`src/rtl/scsi_initiator_if.sv`:
```
// Bus bundle between the SCSI initiator, the host register file and the CD target.
// master = initiator side, slave = host/target side.
interface scsi_initiator_if;
  // host command side
  logic [95:0] CMD_BYTES;
  logic [3:0]  CMD_LEN;
  logic        START;
  logic        BUS_RST;
  logic        BUSY;
  logic        DONE;
  logic        TIMEOUT;
  logic [7:0]  STATUS;
  logic [7:0]  MESSAGE;
  // host data streams
  logic [7:0]  DIN_DATA;
  logic        DIN_VALID;
  logic        DIN_READY;
  logic [7:0]  DOUT_DATA;
  logic        DOUT_VALID;
  logic        DOUT_READY;
  // SCSI bus, active-low control
  logic [7:0]  DBI;
  logic [7:0]  DBO;
  logic        SEL_N;
  logic        ACK_N;
  logic        RST_N;
  logic        BSY_N;
  logic        REQ_N;
  logic        MSG_N;
  logic        CD_N;
  logic        IO_N;

  modport master (
    input  CMD_BYTES, CMD_LEN, START, BUS_RST, DIN_READY, DOUT_DATA, DOUT_VALID,
           DBI, BSY_N, REQ_N, MSG_N, CD_N, IO_N,
    output BUSY, DONE, TIMEOUT, STATUS, MESSAGE, DIN_DATA, DIN_VALID, DOUT_READY,
           DBO, SEL_N, ACK_N, RST_N
  );

  modport slave (
    output CMD_BYTES, CMD_LEN, START, BUS_RST, DIN_READY, DOUT_DATA, DOUT_VALID,
           DBI, BSY_N, REQ_N, MSG_N, CD_N, IO_N,
    input  BUSY, DONE, TIMEOUT, STATUS, MESSAGE, DIN_DATA, DIN_VALID, DOUT_READY,
           DBO, SEL_N, ACK_N, RST_N
  );
endinterface

```
`src/rtl/scsi_initiator.sv`:
```
// Host-side SCSI initiator: selects the target, sends the CDB, then services
// DATA IN/OUT, STATUS and MESSAGE IN phases until the target goes bus free.
module scsi_initiator #(
  parameter int SEL_TIMEOUT = 10740,
  parameter int ACK_SETTLE  = 4,
  parameter int RST_CYCLES  = 1075
) (
  input  logic              CLK,
  input  logic              RESET,
  scsi_initiator_if.master  bus
);

  localparam logic [2:0] S_IDLE      = 3'd0;
  localparam logic [2:0] S_SEL       = 3'd1;
  localparam logic [2:0] S_WAIT_REQ  = 3'd2;
  localparam logic [2:0] S_DOUT_WAIT = 3'd3;
  localparam logic [2:0] S_DIN_HOLD  = 3'd4;
  localparam logic [2:0] S_SETUP     = 3'd5;
  localparam logic [2:0] S_ACK       = 3'd6;

  // {MSG_N,CD_N,IO_N} phase codes (active-low lines)
  localparam logic [2:0] PH_CMD  = 3'b101;
  localparam logic [2:0] PH_DOUT = 3'b111;
  localparam logic [2:0] PH_DIN  = 3'b110;
  localparam logic [2:0] PH_STAT = 3'b100;
  localparam logic [2:0] PH_MSGI = 3'b000;

  localparam logic [13:0] SEL_LAST    = 14'(SEL_TIMEOUT - 1);
  localparam logic [3:0]  SETTLE_LAST = 4'(ACK_SETTLE - 1);
  localparam logic [10:0] RST_LAST    = 11'(RST_CYCLES - 1);
  localparam logic [3:0]  IDX_MAX     = 4'd12;

  logic [2:0]        state_q, state_d;
  logic [11:0][7:0]  cdb_q, cdb_d;
  logic [3:0]        len_q, len_d;
  logic [3:0]        idx_q, idx_d;
  logic [13:0]       sel_cnt_q, sel_cnt_d;
  logic [3:0]        settle_q, settle_d;
  logic [10:0]       rst_cnt_q, rst_cnt_d;
  logic              sel_n_q, sel_n_d;
  logic              ack_n_q, ack_n_d;
  logic              rst_n_q, rst_n_d;
  logic [7:0]        dbo_q, dbo_d;
  logic [7:0]        status_q, status_d;
  logic [7:0]        message_q, message_d;
  logic [7:0]        din_data_q, din_data_d;
  logic              din_valid_q, din_valid_d;
  logic              busy_q, busy_d;
  logic              done_q, done_d;
  logic              timeout_q, timeout_d;
  logic              dout_ready_q, dout_ready_d;

  logic [2:0] phase;
  assign phase = {bus.MSG_N, bus.CD_N, bus.IO_N};

  // Next-state logic: bus-reset counter, then either bus-reset abort or the phase FSM
  always_comb begin
    state_d      = state_q;
    cdb_d        = cdb_q;
    len_d        = len_q;
    idx_d        = idx_q;
    sel_cnt_d    = sel_cnt_q;
    settle_d     = settle_q;
    rst_cnt_d    = rst_cnt_q;
    sel_n_d      = sel_n_q;
    ack_n_d      = ack_n_q;
    rst_n_d      = rst_n_q;
    dbo_d        = dbo_q;
    status_d     = status_q;
    message_d    = message_q;
    din_data_d   = din_data_q;
    din_valid_d  = din_valid_q;
    busy_d       = busy_q;
    done_d       = 1'b0;
    timeout_d    = 1'b0;
    dout_ready_d = 1'b0;

    // RST_N low phase: counter loaded with RST_CYCLES-1 so the line stays low RST_CYCLES cycles
    if (!rst_n_q) begin
      if (rst_cnt_q == 11'd0) rst_n_d = 1'b1;
      else                    rst_cnt_d = rst_cnt_q - 11'd1;
    end

    if (bus.BUS_RST) begin
      rst_n_d     = 1'b0;
      rst_cnt_d   = RST_LAST;
      sel_n_d     = 1'b1;
      ack_n_d     = 1'b1;
      din_valid_d = 1'b0;
      busy_d      = 1'b0;
      state_d     = S_IDLE;
    end else begin
      case (state_q)
        S_IDLE: begin
          if (bus.START && rst_n_q) begin
            cdb_d     = bus.CMD_BYTES;
            len_d     = bus.CMD_LEN;
            idx_d     = 4'd0;
            sel_cnt_d = 14'd0;
            busy_d    = 1'b1;
            sel_n_d   = 1'b0;
            state_d   = S_SEL;
          end
        end
        S_SEL: begin
          if (!bus.BSY_N) begin
            sel_n_d = 1'b1;
            state_d = S_WAIT_REQ;
          end else if (sel_cnt_q == SEL_LAST) begin
            sel_n_d   = 1'b1;
            timeout_d = 1'b1;
            busy_d    = 1'b0;
            state_d   = S_IDLE;
          end else begin
            sel_cnt_d = sel_cnt_q + 14'd1;
          end
        end
        S_WAIT_REQ: begin
          if (bus.BSY_N) begin
            done_d  = 1'b1;
            busy_d  = 1'b0;
            state_d = S_IDLE;
          end else if (!bus.REQ_N) begin
            case (phase)
              PH_CMD: begin
                // bytes past CMD_LEN (or past the 12-byte buffer) go out as 0x00
                dbo_d    = ((idx_q < len_q) && (idx_q < IDX_MAX)) ? cdb_q[idx_q] : 8'h00;
                if (idx_q != IDX_MAX) idx_d = idx_q + 4'd1;
                settle_d = 4'd0;
                state_d  = S_SETUP;
              end
              PH_DOUT: state_d = S_DOUT_WAIT;
              PH_DIN: begin
                din_data_d  = bus.DBI;
                din_valid_d = 1'b1;
                state_d     = S_DIN_HOLD;
              end
              PH_STAT: begin
                status_d = bus.DBI;
                state_d  = S_ACK;
              end
              PH_MSGI: begin
                message_d = bus.DBI;
                state_d   = S_ACK;
              end
              default: begin
                // unknown phase: hand the target a null byte and move on
                dbo_d    = 8'h00;
                settle_d = 4'd0;
                state_d  = S_SETUP;
              end
            endcase
          end
        end
        S_DOUT_WAIT: begin
          if (bus.DOUT_VALID) begin
            dbo_d        = bus.DOUT_DATA;
            dout_ready_d = 1'b1;
            settle_d     = 4'd0;
            state_d      = S_SETUP;
          end
        end
        S_DIN_HOLD: begin
          if (bus.DIN_READY) begin
            din_valid_d = 1'b0;
            state_d     = S_ACK;
          end
        end
        S_SETUP: begin
          if (settle_q == SETTLE_LAST) state_d  = S_ACK;
          else                         settle_d = settle_q + 4'd1;
        end
        S_ACK: begin
          // ACK_N only falls against an asserted REQ_N and rises once REQ_N is released
          if (ack_n_q && !bus.REQ_N) begin
            ack_n_d = 1'b0;
          end else if (!ack_n_q && bus.REQ_N) begin
            ack_n_d = 1'b1;
            state_d = S_WAIT_REQ;
          end
        end
        default: state_d = S_IDLE;
      endcase
    end
  end

  // State registers with synchronous reset
  always_ff @(posedge CLK) begin
    if (RESET) begin
      state_q      <= S_IDLE;
      cdb_q        <= '0;
      len_q        <= 4'd0;
      idx_q        <= 4'd0;
      sel_cnt_q    <= 14'd0;
      settle_q     <= 4'd0;
      rst_cnt_q    <= 11'd0;
      sel_n_q      <= 1'b1;
      ack_n_q      <= 1'b1;
      rst_n_q      <= 1'b1;
      dbo_q        <= 8'h00;
      status_q     <= 8'h00;
      message_q    <= 8'h00;
      din_data_q   <= 8'h00;
      din_valid_q  <= 1'b0;
      busy_q       <= 1'b0;
      done_q       <= 1'b0;
      timeout_q    <= 1'b0;
      dout_ready_q <= 1'b0;
    end else begin
      state_q      <= state_d;
      cdb_q        <= cdb_d;
      len_q        <= len_d;
      idx_q        <= idx_d;
      sel_cnt_q    <= sel_cnt_d;
      settle_q     <= settle_d;
      rst_cnt_q    <= rst_cnt_d;
      sel_n_q      <= sel_n_d;
      ack_n_q      <= ack_n_d;
      rst_n_q      <= rst_n_d;
      dbo_q        <= dbo_d;
      status_q     <= status_d;
      message_q    <= message_d;
      din_data_q   <= din_data_d;
      din_valid_q  <= din_valid_d;
      busy_q       <= busy_d;
      done_q       <= done_d;
      timeout_q    <= timeout_d;
      dout_ready_q <= dout_ready_d;
    end
  end

  assign bus.SEL_N      = sel_n_q;
  assign bus.ACK_N      = ack_n_q;
  assign bus.RST_N      = rst_n_q;
  assign bus.DBO        = dbo_q;
  assign bus.STATUS     = status_q;
  assign bus.MESSAGE    = message_q;
  assign bus.DIN_DATA   = din_data_q;
  assign bus.DIN_VALID  = din_valid_q;
  assign bus.BUSY       = busy_q;
  assign bus.DONE       = done_q;
  assign bus.TIMEOUT    = timeout_q;
  assign bus.DOUT_READY = dout_ready_q;

endmodule

```
`src/flat_wrapper.sv`:
```
// flat-port wrapper written by rule: the top's interface ports become plain ports
module scsi_initiator_flat 
#(
  parameter int SEL_TIMEOUT = 10740,
  parameter int ACK_SETTLE  = 4,
  parameter int RST_CYCLES  = 1075
)
  (CLK, RESET, bus_CMD_BYTES, bus_CMD_LEN, bus_START, bus_BUS_RST, bus_DIN_READY, bus_DOUT_DATA, bus_DOUT_VALID, bus_DBI, bus_BSY_N, bus_REQ_N, bus_MSG_N, bus_CD_N, bus_IO_N, bus_BUSY, bus_DONE, bus_TIMEOUT, bus_STATUS, bus_MESSAGE, bus_DIN_DATA, bus_DIN_VALID, bus_DOUT_READY, bus_DBO, bus_SEL_N, bus_ACK_N, bus_RST_N);
  scsi_initiator_if bus_i ();
  input  logic CLK;
  input  logic RESET;
  input wire logic [$bits(bus_i.CMD_BYTES)-1:0] bus_CMD_BYTES;
  input wire logic [$bits(bus_i.CMD_LEN)-1:0] bus_CMD_LEN;
  input wire logic [$bits(bus_i.START)-1:0] bus_START;
  input wire logic [$bits(bus_i.BUS_RST)-1:0] bus_BUS_RST;
  input wire logic [$bits(bus_i.DIN_READY)-1:0] bus_DIN_READY;
  input wire logic [$bits(bus_i.DOUT_DATA)-1:0] bus_DOUT_DATA;
  input wire logic [$bits(bus_i.DOUT_VALID)-1:0] bus_DOUT_VALID;
  input wire logic [$bits(bus_i.DBI)-1:0] bus_DBI;
  input wire logic [$bits(bus_i.BSY_N)-1:0] bus_BSY_N;
  input wire logic [$bits(bus_i.REQ_N)-1:0] bus_REQ_N;
  input wire logic [$bits(bus_i.MSG_N)-1:0] bus_MSG_N;
  input wire logic [$bits(bus_i.CD_N)-1:0] bus_CD_N;
  input wire logic [$bits(bus_i.IO_N)-1:0] bus_IO_N;
  output wire logic [$bits(bus_i.BUSY)-1:0] bus_BUSY;
  output wire logic [$bits(bus_i.DONE)-1:0] bus_DONE;
  output wire logic [$bits(bus_i.TIMEOUT)-1:0] bus_TIMEOUT;
  output wire logic [$bits(bus_i.STATUS)-1:0] bus_STATUS;
  output wire logic [$bits(bus_i.MESSAGE)-1:0] bus_MESSAGE;
  output wire logic [$bits(bus_i.DIN_DATA)-1:0] bus_DIN_DATA;
  output wire logic [$bits(bus_i.DIN_VALID)-1:0] bus_DIN_VALID;
  output wire logic [$bits(bus_i.DOUT_READY)-1:0] bus_DOUT_READY;
  output wire logic [$bits(bus_i.DBO)-1:0] bus_DBO;
  output wire logic [$bits(bus_i.SEL_N)-1:0] bus_SEL_N;
  output wire logic [$bits(bus_i.ACK_N)-1:0] bus_ACK_N;
  output wire logic [$bits(bus_i.RST_N)-1:0] bus_RST_N;
  assign bus_i.CMD_BYTES = bus_CMD_BYTES;
  assign bus_i.CMD_LEN = bus_CMD_LEN;
  assign bus_i.START = bus_START;
  assign bus_i.BUS_RST = bus_BUS_RST;
  assign bus_i.DIN_READY = bus_DIN_READY;
  assign bus_i.DOUT_DATA = bus_DOUT_DATA;
  assign bus_i.DOUT_VALID = bus_DOUT_VALID;
  assign bus_i.DBI = bus_DBI;
  assign bus_i.BSY_N = bus_BSY_N;
  assign bus_i.REQ_N = bus_REQ_N;
  assign bus_i.MSG_N = bus_MSG_N;
  assign bus_i.CD_N = bus_CD_N;
  assign bus_i.IO_N = bus_IO_N;
  assign bus_BUSY = bus_i.BUSY;
  assign bus_DONE = bus_i.DONE;
  assign bus_TIMEOUT = bus_i.TIMEOUT;
  assign bus_STATUS = bus_i.STATUS;
  assign bus_MESSAGE = bus_i.MESSAGE;
  assign bus_DIN_DATA = bus_i.DIN_DATA;
  assign bus_DIN_VALID = bus_i.DIN_VALID;
  assign bus_DOUT_READY = bus_i.DOUT_READY;
  assign bus_DBO = bus_i.DBO;
  assign bus_SEL_N = bus_i.SEL_N;
  assign bus_ACK_N = bus_i.ACK_N;
  assign bus_RST_N = bus_i.RST_N;
  scsi_initiator #(.SEL_TIMEOUT(SEL_TIMEOUT), .ACK_SETTLE(ACK_SETTLE), .RST_CYCLES(RST_CYCLES)) u_core (.CLK(CLK), .RESET(RESET), .bus(bus_i));
endmodule
```
`config.mk`:
```
export PLATFORM = sky130hd
export DESIGN_NAME = scsi_initiator_flat
export DESIGN_NICKNAME = d
export VERILOG_FILES = /design/src/rtl/scsi_initiator_if.sv /design/src/rtl/scsi_initiator.sv /design/src/flat_wrapper.sv
export SDC_FILE = /design/constraint.sdc
export NUM_CORES = 1
export LEC_CHECK = 0
export BUFFER_PORTS_ARGS = -buffer_cell sky130_fd_sc_hd__buf_2
export CAP_MARGIN = 40
export CORE_ASPECT_RATIO = 1.5
export CORE_MARGIN = 2
export CORE_UTILIZATION = 49
export DETAILED_ROUTE_END_ITERATION = 8
export PLACE_DENSITY = 0.78
export SLEW_MARGIN = 20
export SYNTH_ARGS = -nofsm -noshare
export SYNTH_HDL_FRONTEND = slang
export SYNTH_SLANG_ARGS = --single-unit
```
`constraint.sdc`:
```
create_clock -name CLK -period 2.25 [get_ports CLK]
set_clock_uncertainty 0.2 [all_clocks]
set_input_delay 0.1125 -clock CLK [delete_from_list [all_inputs] [get_ports CLK]]
set_output_delay 0.1125 -clock CLK [all_outputs]
set_load 0.05 [all_outputs]
```
# After elaboration in Yosys (flattened, before gate mapping)
# Cells that the tools add are included.
[word_totals]
regBits = 176
inputBits = 127
out_inout_bits = 40
elab_cells = 178
[classes]
addsub = 4
magnitude_cmp = 3
eq_ne = 34
n_mux = 61
n_bitwise = 8
reduce_logical = 37
[ops]
columns = ["cell", "count"]
rows = [
  ["$mux W14", 3],
  ["$mux W4", 10],
  ["$mux W8", 5],
  ["$mux W11", 3],
  ["$bmux W8 S4", 1],
  ["$pmux W8 S2", 2],
  ["$mux W3", 10],
  ["$reduce_and A5 Y1", 6],
  ["$pmux W14 S2", 1],
  ["$ne A2 B2 Y1 const B", 13],
  ["$eq A3 B3 Y1 const B", 7],
  ["$pmux W3 S7", 1],
  ["$mux W1", 19],
  ["$add A14 B1 Y14 const B", 1],
  ["$eq A14 B14 Y1 const B", 1],
  ["$reduce_and A7 Y1", 2],
  ["$ne A2 B1 Y1 const B", 6],
  ["$pmux W4 S3", 1],
  ["$logic_not A11 Y1", 1],
  ["$sub A11 B1 Y11 const B", 1],
  ["$reduce_bool A2 Y1", 5],
  ["$pmux W3 S3", 1],
  ["$add A4 B1 Y4 const B", 2],
  ["$not A1 Y1", 8],
  ["23 further kinds", 37],
]

# Longest topological paths before layout
# Gate-level depths: netlist (run 1).
[depth]
word_depth = 7
mapped_depth = 8

# Worst setup path before layout (run 1)
# Ideal clock, no wire load.
[synth_path]
path_type = "register to register"
start = "reg u_core.rst_n_q (netlist: u_core.bus.RST_N)"
end = "reg u_core.sel_cnt_q[13]"
arrival_time_ns = 1.966
slack_ns = 0.014
path_stages_with_launch = 6
path_buffers = 0
path_cell_list = "dfxtp_1 a21oi_1 nor4_4 o2111ai_2 or3_1 a21oi_1"
[synth_between]
elab_chain_cells = 3
[synth_rtl]
columns = ["element", "line_no", "source"]
rows = [
  ["start, declared", "scsi_initiator.sv:42", "logic rst_n_q, rst_n_d;"],
  ["start signal, assigned", "scsi_initiator.sv:219", "rst_n_q <= rst_n_d;"],
  ["$logic_and A1 B1 Y1", "scsi_initiator.sv:95", "if (bus.START && rst_n_q) begin"],
  ["$ne A2 B1 Y1 (no line)", "-", ""],
  ["$reduce_and A5 Y1 (no line)", "-", ""],
  ["end signal, assigned", "scsi_initiator.sv:214", "sel_cnt_q <= sel_cnt_d;"],
  ["end, declared", "scsi_initiator.sv:37", "logic [13:0] sel_cnt_q, sel_cnt_d;"],
]
# Every way passes these cells.
# A chain may end at the register's enable or synchronous reset.

# Worst setup path after layout (run 1)
[layout_path]
start = "reg u_core.state_q[2]"
end = "reg u_core.ack_n_q (netlist: u_core.bus.ACK_N)"
[layout_between]
elab_chain_cells = 2
[layout_rtl]
columns = ["element", "line_no", "source"]
rows = [
  ["start, declared", "scsi_initiator.sv:33", "logic [2:0] state_q, state_d;"],
  ["start signal, assigned", "scsi_initiator.sv:210", "state_q <= state_d;"],
  ["$eq A3 B3 Y1", "scsi_initiator.sv:93", "case (state_q)"],
  ["$reduce_and A2 Y1 (no line)", "-", ""],
  ["end signal, assigned", "scsi_initiator.sv:218", "ack_n_q <= ack_n_d;"],
  ["end, declared", "scsi_initiator.sv:41", "logic ack_n_q, ack_n_d;"],
]
# Every way passes these cells.

==> results of run 1 <==
metal layers:
metal	wire, um	track usage, %
met1	8600	29.9
met2	12300	49.1
met3	1490	6.08
met5	0	0
met4	1260	15.3
stage by stage:
| step | hold WS [ns] | setup WS, ns | instances |
|---|---|---|---|
| floorplan | 0.0485 | 0.0139 | 915 |
| global placement | 0.157 | 0.191 | 1256 |
| detailed placement | 0.158 | 0.148 | 1256 |
| CTS | 0.00390 | 0.0507 | 1413 |
| global route | 0.0534 | -0.0484 | 1414 |
| finish | 0.0278 | 0.0570 | 1414 |
area by class of cell:
class                      count  area [um^2]
clock inverter                13          163
tap                          203          254
fill                        1161         4760
multi-input combinational    660         4010
clock buffer                  19          443
sequential                   176         3520
timing repair buffer         322         2400
inverter                      21         78.8
worst max-delay path, cell delays in order, from the launching register on:
cell and delay (ns):
dfxtp_1 0.37, buf_4 0.19, inv_1 0.14, nor4_2 0.35
nand2_1 0.09, o21ai_0 0.08, nand2_1 0.07, dlygate4sd3_1 0.57
state kept, by name (all words and copies together) (netlist names), 8 cells and up:
name / count
u_core.cdb_q: 96
u_core.sel_cnt_q: 14
u_core.rst_cnt_q: 11
u_core.bus.DIN_DATA: 8
u_core.bus.STATUS: 8
u_core.bus.DBO: 8
u_core.bus.MESSAGE: 8
logic make-up (layout without fill, tap and decap cells):
kind of cell | after synthesis | after routing | synth area share (%)
and+or+nand+nor | 373 | 373 | 21.9
AOI/OAI and AO/OA | 214 | 214 | 16.2
DFF | 176 | 176 | 45.1
buffers and inverters | 79 | 375 | 4.13
muxes | 52 | 52 | 9.86
xor gates and xnor gates | 11 | 11 | 1.23
adders and majority gates | 10 | 10 | 1.60
where the power goes:
part	leakage [nW]	internal, mW	switching, mW
combinational	2.71	0.417	0.425
clock	0.301	1.72	1.34
sequential	1.43	3.21	0.0594
worst paths after layout:
kind	from	end	slack, ns	cells past startpoint
max	u_core.state_q[2]	u_core.bus.ACK_N	0.06	7
max reg2reg	u_core.state_q[2]	u_core.bus.ACK_N	0.06	7
min	bus_MSG_N	u_core.state_q[2]	0.03	4
min reg2reg	u_core.cdb_q[34]	u_core.cdb_q[34]	0.26	2
repair_timing:
item                                    CTS  global route
hold buffers                            125             0
gates resized for setup                   0             3
endpoints found under the hold margin   144             0
endpoints found under the setup margin    0             4
placed cells by master (no fill, tap or decap), drive strengths merged, types with 3 or more instances in the layout:
cell and instances:
xnor2 11, nand2b 4, a311oi 3, mux4 20
dlygate4sd3 125, o211ai 5, nor3 9, or4 4
a21oi 134, ha 10, buf 197, nor2b 4
and3 5, dfxtp 176, clkbuf 19, o2111ai 3
mux2i 32, and3b 4, nand3 18, a221oi 4
a211oi 4, a31oi 13, and2 4, o21ai 30
inv 31, or3 16, nor2 51, nand3b 8
nand4 3, nor4 6, nand2 229
==> reports/metrics.yaml, run 1 <==
status: "completed"
p_leak_nw: 4.44
synth_area_leaders: "dfxtp_1, nand2_1, a21oi_1"
synth_area_um2: 7820
async_flop_share_pct: 0
overflow: 0
nNetsFinal: 1335
clk_pin_slew_ns: 0.07
hold_path.class: "input port to register"
syn_avg_cell_area_um2: 8.55
cp.arrival_ns: 2.31
fin_util_pct: 69.6
totalPowerFinal_mw: 7.17
ir_worst_vdd_mv: 0.446
cts_setup_buffers: 0
avgRoutedWirePerCell_um: 16.7
gp_congestion: 0.938
min_period_ns: 2.19
num_vias: 7896
grt_setup_unrepaired: "yes"
placed_area_um2: 8960
netlist_instances: 915
die-area_um2: 17000
num_rows: 56
synth_top_area_share_pct: 45.1
slew_viol_final: 0
worst_slew_pin_slew_ns: 0.666
clockRootBuffer: "clkbuf_16"
maxCapViolations: 0
fin_setup_tns_ns: 0
drive_gt1_share_pct: 22.2
clk_path_buf_depth: 2
numCtsBuffers: 17
worstSetupStartpointType: "register"
synth.yosys.seq_area_share_pct: 45.1
start_util_pct: 50.0
drc: 0
wl_um: 23600
diodes: 0
area_growth_pct: 39.0
max-slew-margin-rel_pct: 55.3
clock-sinks: 176
crit_fanout: 9
core-area_um2: 15600
grt_antenna_before_repair: 0
viasPerCell: 5.58
grt_pass1_wl_um: 37500
firstDrtPassIters: 6
cp_data_required_time_ns: 2.36
yosys_warnings: 0
chipHeight_um: 159
htreeDepth: 4
track_usage_pct: 27.7
port_buffers: 166
postLayoutCellArea_um2: 10900
ant_nets: 0
die_width_um: 107
grt_max_degree: 84
synth_edf_count: 0
io_pins: 167
grt_pass1_vias: 7751
synth_seq_cells: 176
yosysMostFrequentCell: "nand2_1"
insertion_delay_ns: 0.44
power_density_nw_per_um2: 660
cts_tree: "built"
ys.flop_type: "dfxtp_1"
finalSetupViolations: 0
ys_top_cells_by_count: "nand2_1, dfxtp_1, a21oi_1"
syn_nets: 1052
dpl.hpwl_um: 14400
ys_types: 63
synth_area_leader_cell: "dfxtp_1"
endpoint_kind: "register"
hold_violations: 0
fin_crit_sh_pct: 97.5
criticalPathCategory: "register to register"
drtIter0Drc: 471
fmax_mhz: 456
No activity file was read; power rests on OpenSTA's default activity.
==> run 2, diff against run 1 <==
--- a/config.mk
+++ b/config.mk
@@ -7,11 +7,11 @@
 export LEC_CHECK = 0
 export BUFFER_PORTS_ARGS = -buffer_cell sky130_fd_sc_hd__buf_2
 export CAP_MARGIN = 40
-export CORE_ASPECT_RATIO = 1.5
 export CORE_MARGIN = 2
 export CORE_UTILIZATION = 49
 export DETAILED_ROUTE_END_ITERATION = 8
-export PLACE_DENSITY = 0.78
+export PLACE_DENSITY = 0.77
+export REMOVE_ABC_BUFFERS = 1
 export SLEW_MARGIN = 20
 export SYNTH_ARGS = -nofsm -noshare
 export SYNTH_HDL_FRONTEND = slang
==> reports/metrics.yaml, run 2 (synthesis results as in run 1) <==
status: "finished, violations left"
violations: "hold timing"
r2r_slack_ns: 0.11
max-slew-margin-rel_pct: 45.3
fin_crit_sh_pct: 95.1
htreeDepth: 4
crit_fanout: 10
p_sw_mw: 1.83
finalSetupViolations: 0
p_leak_nw: 4.37
grt_pass1_vias: 7692
worstHoldPathCells: 4
worst_slew_pin_slew_ns: 0.815
biggestRegsByFlops: "u_core.cdb_q (96), u_core.sel_cnt_q (14), u_core.rst_cnt_q (11)"
fin_setup_tns_ns: 0
endpoint_kind: "register"
hold_path.class: "input port to register"
met3_usage_pct: 6.89
io_pins: 167
fillers: 1116
chipHeight_um: 130
firstDrtPassIters: 5
gp_congestion: 0.823
grt_antenna_before_repair: 1
seqPwrFrac_pct: 46.6
clk_path_buf_depth: 2
power.internal_mw: 5.18
whs_ns: -0.00371
min_to: "u_core.bus.DIN_DATA[6]"
num_rows: 46
globalRouteMet1Util_pct: 32.8
use_met2_pct: 49.1
clock-sinks: 176
avgRoutedWirePerCell_um: 16.8
cp_data_required_time_ns: 2.41
clk_pin_slew_ns: 0.07
worstSetupStartpointType: "register"
overflow: 0
combPwrFrac_pct: 11.8
placed_area_um2: 8940
wl_um: 23900
totalPowerFinal_mw: 7.01
track_usage_pct: 28.0
viasPerCell: 5.56
switching_share_pct: 26.1
drive_gt1_share_pct: 22.1
start_util_pct: 49.8
dpl.hpwl_um: 13600
num_vias: 7884
final_cell_mix: "nand2_1, dfxtp_1, buf_2"
nNetsFinal: 1326
numCtsBuffers: 17
worstReg2RegStart: "u_core.sel_cnt_q[0]"
placed_cells: 1265
clockRootBuffer: "clkbuf_16"
maxCapViolations: 0
drtIter0Drc: 653
core-area_um2: 15700
worst-r2r-cell-count: 6
post-place-ws_ns: 0.0955
cts_setup_buffers: 0
area_growth_pct: 37.7
r2r-end: "u_core.sel_cnt_q[13]"
grt_pass1_wl_um: 37300
slew_viol_final: 0
power_density_nw_per_um2: 651
layout_commonest_cell: "nand2_1"
grt_max_degree: 115
die_width_um: 130
grt_busiest_layer: "met2"
min_period_ns: 2.14
insertion_delay_ns: 0.44
regMostFlops: "u_core.cdb_q"
criticalPathCategory: "register to register"
layout.cells.non_filler: 1419
fin_util_pct: 68.5
cts_tree: "built"
setup_ws_ns: 0.111
ir_worst_vdd_mv: 0.604
fmax_mhz: 468
port_buffers: 166
largest_reg_flops: 96
hold_violations: 4
ant_nets: 0
die-area_um2: 17000
hold_start: "bus_MSG_N"
postLayoutCellArea_um2: 10800
grt_setup_unrepaired: "no"
cp.arrival_ns: 2.30
pwr-share-clk_pct: 41.6
drc: 0
## run 2: cell count changes in the layout (fill, tap and decap cells not counted), sizes merged
| cell | previous run | this run |
|---|---|---|
| bufinv | 2 | 1 |
| buf | 197 | 192 |
| inv | 31 | 30 |
| clkinvlp | 0 | 3 |
| diode | 0 | 1 |
| clkbuf | 19 | 18 |
| dlygate4sd3 | 125 | 121 |
## run 2: what timing repair did
action                                  4_1_cts  5_1_grt
hold endpoints to repair                    148        0
resized for setup                             0        7
hold buffers                                121        0
endpoints found under the setup margin        0       19
## run 2: power by group through the flow
stage / combinational [mW] / sequential [mW] / clock, mW
floorplan: 0.319 / 3.34 / 0
global placement: 0.624 / 3.33 / 0
detailed placement: 0.628 / 3.33 / 0
CTS: 0.794 / 3.26 / 2.93
global route: 0.897 / 3.28 / 3.07
finish: 0.829 / 3.27 / 2.91
## run 2: metal layers
metal	wire length, um	part of all wire (%)	vias up
met1	9410	39	3772
li1	-	-	3735
met5	0	0	-
met3	1430	6.0	68
met2	12300	52	309
met4	717	3.0	0
## run 2: cell type report
class	count	area, um^2	area share [%]
repair buffers	313	2290	21.3
clock buffers	18	429	3.98
well taps	216	270	2.51
clock inverters	14	144	1.34
multi-input cells	660	4030	37.4
inverters	21	78.8	0.732
diodes	1	2.50	0.0232
flip-flops and latches	176	3530	32.7
## run 2: worst max-delay path: stages, from the launching register on
cell and delay [ns]:
dfxtp_1 0.34, ha_1 0.26, and4b_1 0.23, a41oi_4 0.30
o2111ai_4 0.20, or3_1 0.40, a21oi_1 0.15
## run 2: how the worst max path moves through the flow
stage / startpoint / slack, ns / endpoint
5_1_grt: u_core.sel_cnt_q[0] / 0.02 / u_core.sel_cnt_q[3]
6_report: u_core.sel_cnt_q[0] / 0.11 / u_core.sel_cnt_q[13]
2_1_floorplan: u_core.bus.RST_N / -2.29 / u_core.cdb_q[0]
3_3_place_gp: u_core.bus.ACK_N / 0.11 / u_core.state_q[1]
3_5_place_dp: u_core.sel_cnt_q[0] / 0.1 / u_core.sel_cnt_q[13]
4_1_cts: u_core.sel_cnt_q[0] / 0.06 / u_core.sel_cnt_q[13]
==> run 3, diff against run 2 <==
--- a/config.mk
+++ b/config.mk
@@ -7,6 +7,7 @@
 export LEC_CHECK = 0
 export BUFFER_PORTS_ARGS = -buffer_cell sky130_fd_sc_hd__buf_2
 export CAP_MARGIN = 40
+export CORE_ASPECT_RATIO = 0.6
 export CORE_MARGIN = 2
 export CORE_UTILIZATION = 49
 export DETAILED_ROUTE_END_ITERATION = 8
==> reports/metrics.yaml, run 3 (synthesis results as in run 1) <==
clk_pin_slew_ns: 0.07
dpl.hpwl_um: 14200
ant_nets: 0
ir_worst_vdd_mv: 0.406
wl_met1_um: 10400
post-place-ws_ns: 0.0858
r2r-end: "u_core.sel_cnt_q[3]"
p_leak_nw: 4.38
endpoint_kind: "register"
overflow: 0
layout.cells.non_filler: 1404
grt_setup_unrepaired: "yes"
cp.arrival_ns: 2.37
cp_data_required_time_ns: 2.41
setup_ws_ns: 0.0423
die-area_um2: 17000
area_growth_pct: 37.6
num_rows: 35
drc: 0
drive_gt1_share_pct: 22.0
fin_crit_sh_pct: 98.1
hold_violations: 0
grt_max_degree: 105
final_cell_mix: "nand2_1, dfxtp_1, buf_2"
largest_reg_flops: 96
criticalPathCategory: "register to register"
whs_ns: 0.00641
r2r_slack_ns: 0.04
max-slew-margin-rel_pct: 52.8
wl_um: 22800
core-area_um2: 15500
switching_share_pct: 27.3
power.internal_mw: 5.11
chipHeight_um: 102
min_to: "u_core.bus.DIN_DATA[7]"
min_period_ns: 2.21
clockRootBuffer: "clkbuf_16"
wl_met2_um: 10200
numCtsBuffers: 17
nNetsFinal: 1325
met3WireLength_um: 1750
top_layer: "met4"
die_width_um: 167
grt_antenna_before_repair: 0
grt_pass1_vias: 7316
clock-sinks: 176
p_sw_mw: 1.92
clk_path_buf_depth: 2
insertion_delay_ns: 0.43
worstReg2RegStart: "u_core.sel_cnt_q[0]"
hold_path.class: "input port to register"
max_stage_delay_ns: 0.41
seqPwrFrac_pct: 46.5
status: "completed"
finalSetupViolations: 0
drtIter0Drc: 612
gp_congestion: 0.906
worstHoldPathCells: 4
cts_tree: "built"
io_pins: 167
num_vias: 7714
crit_chain: "ha_1 -> and4b_1 -> a41oi_2 -> o21ai_1 -> or3_1 -> a21oi_1"
slowest_stage: "or3_1"
regMostFlops: "u_core.cdb_q"
start_util_pct: 50.6
slew_viol_final: 0
maxCapViolations: 0
crit_fanout: 6
fmax_mhz: 453
pwr-share-clk_pct: 41.8
worst_slew_pin_slew_ns: 0.703
grt_pass1_wl_um: 36700
firstDrtPassIters: 5
viasPerCell: 5.49
layout_commonest_cell: "nand2_1"
htreeDepth: 4
placed_cells: 1249
biggestRegsByFlops: "u_core.cdb_q (96), u_core.sel_cnt_q (14), u_core.rst_cnt_q (11)"
power_density_nw_per_um2: 654
hold_start: "bus_MSG_N"
diodes: 0
port_buffers: 166
combPwrFrac_pct: 11.7
worst-r2r-cell-count: 6
track_usage_pct: 26.9
fin_util_pct: 69.6
worstSetupStartpointType: "register"
fillers: 1164
avgRoutedWirePerCell_um: 16.3
-- run 3: cell count changes in the layout (fill, tap and decap cells not counted), sizes merged --
| cell | before | now |
|---|---|---|
| clkinv | 1 | 7 |
| clkinvlp | 3 | 0 |
| buf | 192 | 190 |
| bufinv | 1 | 0 |
| clkbuf | 18 | 17 |
| diode | 1 | 0 |
| dlygate4sd3 | 121 | 122 |
| inv | 30 | 29 |
-- run 3: power groups by stage --
stage | Clock [mW] | Combinational (mW) | Sequential, mW
after global routing | 3.10 | 0.890 | 3.28
after floorplan | 0 | 0.319 | 3.34
after detailed placement | 0 | 0.626 | 3.34
after global placement | 0 | 0.616 | 3.34
after CTS | 2.98 | 0.791 | 3.27
final | 2.94 | 0.819 | 3.27
-- run 3: stage by stage --
step | total power [mW] | area (um^2) | setup TNS (ns)
2_1_floorplan | 3.66 | 7570 | -255.62
3_3_place_gp | 3.95 | 8910 | 0
3_5_place_dp | 3.97 | 8910 | 0
4_1_cts | 7.04 | 10700 | 0
5_1_grt | 7.27 | 10800 | -0.223
6_report | 7.03 | 10800 | 0
-- run 3: worst max-delay path by stage --
stage / slack, ns / from / end
2_1_floorplan: -2.29 / u_core.bus.RST_N / u_core.cdb_q[0]
3_3_place_gp: 0.14 / u_core.bus.ACK_N / u_core.state_q[1]
3_5_place_dp: 0.09 / u_core.state_q[1] / u_core.state_q[1]
4_1_cts: 0.07 / u_core.bus.ACK_N / u_core.state_q[1]
5_1_grt: -0.07 / u_core.state_q[1] / u_core.settle_q[3]
6_report: 0.04 / u_core.sel_cnt_q[0] / u_core.sel_cnt_q[3]
-- run 3: per-layer routing --
layer | track usage, % | vias to the layer above
met5 | 0 | -
met4 | 8.89 | 0
met3 | 6.16 | 41
met2 | 42.2 | 346
met1 | 37.1 | 3597
li1 | - | 3730
-- run 3: final cells by class --
type / instances / area [um^2] / share of cell area (%)
Clock inverter: 15 / 165 / 1.54
Clock buffer: 17 / 425 / 3.96
Multi-Input combinational cell: 660 / 4010 / 37.3
Tap cell: 203 / 254 / 2.36
Inverter: 21 / 78.8 / 0.733
Sequential cell: 176 / 3530 / 32.8
Timing Repair Buffer: 312 / 2300 / 21.4
-- run 3: critical path, delay by kind of cell (launching register included) --
family	cells	cell delay (ns)
compound gates	3	0.74
fa+ha+maj	1	0.24
flops	1	0.34
simple gates	2	0.62
-- run 3: timing repair --
item | in CTS | in global routing
hold buffers | 122 | 0
endpoints found under the hold margin | 145 | 0
endpoints found under the setup margin | 0 | 16
buffers inserted | 0 | 1
gates resized for setup | 0 | 5
